--- src/rtl/audio_clk_gen.sv ---
// ============================================================================
// Module      : audio_clk_gen
// Description : Audio serial-interface clock generator. Derives MCLK, BCLK and
//               LRCK plus one-cycle shift/load strobes from the system clock.
// Revision    : 1.0 - initial release
// ============================================================================
`default_nettype none

module audio_clk_gen (
    input  logic CLK,
    input  logic RESET,
    output logic MCLK,
    output logic BCLK,
    output logic LRCK,
    output logic OUT_SHIFT,
    output logic IN_SHIFT,
    output logic LOAD
);

    localparam logic [5:0] c_PHASE_MAX = 6'd63;
    localparam logic [5:0] c_BIT_MAX   = 6'd47;
    localparam logic [5:0] c_BIT_RIGHT = 6'd24;
    localparam logic [5:0] c_PHASE_MID = 6'd32;

    logic [5:0] r_phase;
    logic [5:0] r_bit;
    logic [5:0] w_phase_next;
    logic [5:0] w_bit_next;

    // Next counter state; the outputs are registered from this so that every
    // pin comes straight off a flop and already reflects the new phase.
    always_comb begin
        w_phase_next = r_phase + 6'd1;
        w_bit_next   = r_bit;
        if (r_phase == c_PHASE_MAX) begin
            if (r_bit == c_BIT_MAX) begin
                w_bit_next = 6'd0;
            end else begin
                w_bit_next = r_bit + 6'd1;
            end
        end
    end

    always_ff @(posedge CLK) begin
        if (RESET) begin
            r_phase   <= 6'd0;
            r_bit     <= 6'd0;
            MCLK      <= 1'b0;
            BCLK      <= 1'b0;
            LRCK      <= 1'b0;
            OUT_SHIFT <= 1'b0;
            IN_SHIFT  <= 1'b0;
            LOAD      <= 1'b0;
        end else begin
            r_phase   <= w_phase_next;
            r_bit     <= w_bit_next;
            MCLK      <= w_phase_next[2];
            BCLK      <= w_phase_next[5];
            LRCK      <= (w_bit_next >= c_BIT_RIGHT);
            OUT_SHIFT <= (w_phase_next == 6'd0);
            IN_SHIFT  <= (w_phase_next == c_PHASE_MID);
            LOAD      <= (w_phase_next == c_PHASE_MAX) && (w_bit_next == c_BIT_MAX);
        end
    end

endmodule

`default_nettype wire

--- config.mk ---
export PLATFORM = sky130hd
export DESIGN_NAME = audio_clk_gen
export DESIGN_NICKNAME = d
export VERILOG_FILES = /design/src/rtl/audio_clk_gen.sv
export SDC_FILE = /design/constraint.sdc
export NUM_CORES = 1
export LEC_CHECK = 0
export BUFFER_PORTS_ARGS = -buffer_cell sky130_fd_sc_hd__buf_2
export CORE_MARGIN = 2
export CORE_UTILIZATION = 45
export CTS_BUF_LIST = sky130_fd_sc_hd__clkbuf_16
export CTS_CLUSTER_SIZE = 25
export DETAILED_ROUTE_END_ITERATION = 12
export PLACE_DENSITY = 0.66
export SYNTH_ARGS = -nofsm -noshare
export SYNTH_HDL_FRONTEND = slang
export SYNTH_SLANG_ARGS = --single-unit
--- constraint.sdc ---
create_clock -name CLK -period 1.8 [get_ports CLK]
set_input_delay 0 -clock CLK [delete_from_list [all_inputs] [get_ports CLK]]
set_output_delay 0 -clock CLK [all_outputs]
set_load 0.005 [all_outputs]
==> metrics.md <==
| Metric | Value |
|---|---|
| Fin crit period | `1.710 ns` |
| Clk_lat worst skew | `0.24 ns` |
| Startpoint Class | `register` |
| Worst hold slack | `0.09041 ns` |
| PD cells | `929.0 nW/um^2` |
| Met2 Usage GRT | `24.35%` |
| Full die area | `1983 sq um` |
| Max Freq | `between 500 and 600 MHz` |
| RSZ-0062 raised after global routing | `false` |
| GR Util met1 | `23.08%` |
| Final Max Slew Viols | `0` |
| Post-route ant nets | `0` |
| Cell Count, Final, Fillers Out | `109` |
| Hold Startpoint | `RESET` |
| CTS Buf Count | `3` |
| Status | `finished, final reports clean` |
| WHS Endpoint | `r_phase[1]` |
| Clock tree buffer depth | `2` |
| Critical path arrival | `1.87 ns` |
| Number of global-route vias before repair | `529` |
| Total GRT Usage | `between 10% and 20%` |
| Via Count | `589` |
| Die X-Extent | `44.54 um` |
| Post-synthesis cell type count | `28` |
| WL/cell | `12.55 um` |
| Total power | `roughly 0.8 mW` |
| CP Capture Type | `register` |
| Row count | `14` |
| Comb pwr share | `2.5%` |
| Sw Ratio | `19.02%` |
| Final Util | `between 50% and 60%` |
| Final HPWL DP | `942.3 um` |
| Reg2reg path depth | `6` |
| Vias per cell | `roughly 5.4` |
| Setup-failing EPs final | `0` |
| Post-synth ARST share | `0%` |
| Number of max-cap violations | `0` |
| Layout cells sized above 1 | `19.35%` |
| Syn avg cell area | `9.018 sq um` |
| # port buffers | `7` |
| Initial antenna violation count | `0` |
| Post-route DRC violation count | `0` |
| Slew HR | `between 70% and 80%` |
| Cell Area, Synth | `739.5 sq um` |
| Clock power frac | `around 53%` |
| Kind of critical path | `reg2reg` |
| Syn Nets | `87` |
| Pin count of the biggest net entering global routing | `15` |
| Gate count after technology mapping | `82` |
| Core Region | `1524 sq um` |
| Worst-path clk slew | `0.05 ns` |
| Worst min-delay path class | `in2reg` |
| H-tree depth | `1` |
| Syn. warnings | `0` |
| Final Hold Vio Count | `0` |
| P_sw | `0.1561 mW` |
| GRT overflow | `0` |
| First-pass GRT wire length | `2401 um` |
| Leakage Power | `0.3468 nW` |
| Max IR drop VDD | `around 0.00050 V` |
| FF-to-FF End | `LOAD` |
| Io pins | `8` |
| Sequential share of power | `44.9%` |
| Top cells by area, synth | `dfxtp_1 43%, nor2_1 8.1%, xnor2_1 5.9%` |
| RR Startpoint | `r_phase[1]` |
| DRT Pass-1 Iters | `4` |
| Setup WS post-layout | `0.08996 ns` |
| ANT cells | `0` |
| GR peak layer | `met2` |
| TritonCTS Sinks | `16` |
| Post-Layout Inst Area | `approximately 880 sq um` |
| Routing usage on met3 | `6.122%` |
| Number of hold buffers added after cts | `0` |
| Worst-path fanout max | `7` |
| Main synth FF type | `dfxtp_1` |
| Hold path depth | `2` |
| Post-synth EDFFs | `0` |
| Total negative slack | `0 ns` |
| DRT iter0 DRCs | `5` |
| Top cell type by total area after synthesis | `dfxtp_1` |
| Post-synth top area share | `a little over two fifths` |
| Root Buffer | `clkbuf_16` |
| Post-Place Worst Slack | `0.09577 ns` |
| Req. time, crit path | `1.96 ns` |
| # fillers | `141` |
| Commonest non-fill, non-tap cell in the layout | `nor2_1` |
| WL final | `1368 um` |
| Placed Cells incl. Taps | `~110` |
| R2r setup slk | `0.09 ns` |
| GP Congestion | `approximately 0.76` |
| Worst-Margin Slew | `0.3137 ns` |
| FF+latch count, synth | `16` |
| Final cycle utilization of the critical path | `95.00%` |
| Final Skew | `0.004171 ns` |
| Area after DPL | `798.3 sq um` |
| Initial Util | `48.52%` |
| Commonest cells after routing, fill and taps aside | `16 x nor2_1, 15 x dfxtp_1, 7 x buf_2` |
| Sequential share of the synthesized area | `around 43%` |
| Nets | `roughly 100` |
| Cell Int Power | `0.6646 mW` |
| CTS tree | `done` |
| Synth-to-Final Area Change | `19.46%` |
| Die Ht | `about 45 um` |
==> power by group through the flow <==
| stage | sequential (mW) | clock [mW] | combinational [mW] |
|---|---|---|---|
| after global placement | 0.375 | 0 | 0.0205 |
| after CTS | 0.368 | 0.436 | 0.0209 |
| after global routing | 0.369 | 0.460 | 0.0237 |
| after floorplan | 0.374 | 0 | 0.0130 |
| after detailed placement | 0.375 | 0 | 0.0208 |
| final | 0.369 | 0.431 | 0.0208 |
==> state kept, by name (all words and copies together) (netlist names) <==
register	flops
r_phase	5
IN_SHIFT	1
LOAD	1
OUT_SHIFT	1
r_bit	6
LRCK	1
BCLK	1
==> per-layer routing <==
layer / wire [um] / part of all wire [%]
met5: 0 / 0
met3: 67 / 4.9
met2: 624 / 46
met1: 657 / 48
met4: 18 / 1.3
==> cell type report <==
cell class	instances	area [sq um]	area share, %
multi-input combinational	62	405.4	45.89
tap	16	20.02	2.266
timing repair buffer	9	50.05	5.666
clock buffer	3	75.07	8.499
clock inverter	1	3.754	0.4249
inverter	2	7.507	0.8499
sequential	16	321.6	36.40
==> worst max-delay path, stage by stage, from the launching register on <==
cell and delay (ns):
dfxtp_1 0.37, ha_1 0.18, and3_4 0.22, nand3_4 0.11
mux2i_1 0.16, or3_1 0.38, nor4_2 0.20
==> worst max path at each step <==
stage,endpoint,slack (ns),depth (start not counted),from
after floorplan,LOAD,0.11,6,r_phase[0]
after global placement,LOAD,0.13,6,r_phase[0]
after detailed placement,LOAD,0.1,6,r_phase[0]
after CTS,LOAD,0.07,6,r_phase[0]
after global routing,LOAD,0.009,6,r_phase[1]
final,LOAD,0.09,6,r_phase[1]
==> what timing repair did <==
item                       CTS  global route
setup endpoints to repair    0             2
gates resized for setup      0             2
setup buffers                0             0
hold endpoints to repair     0             0
==> synth_stat cells, types with 2 or more instances <==
| cell | instances |
|---|---|
| nand3_1 | 3 |
| xnor2_1 | 5 |
| a21oi_1 | 2 |
| xor2_1 | 2 |
| nor2_1 | 16 |
| dfxtp_1 | 16 |
| nand2_1 | 6 |
| a31oi_1 | 3 |
| mux2i_1 | 2 |
| nor3_1 | 3 |
| inv_1 | 2 |
| nand2b_1 | 3 |
| nor2b_1 | 2 |
| ha_1 | 3 |
==> cell families after synthesis <==
logic type	synth area share, %
adders and majority gates	5.077
buffers and inverters	2.538
muxes	2.707
DFF	43.32
and+or+nand+nor	29.95
AOI/OAI and AO/OA	8.122
xor gates and xnor gates	8.291
Note: power is estimated with default switching activity, not from simulation.
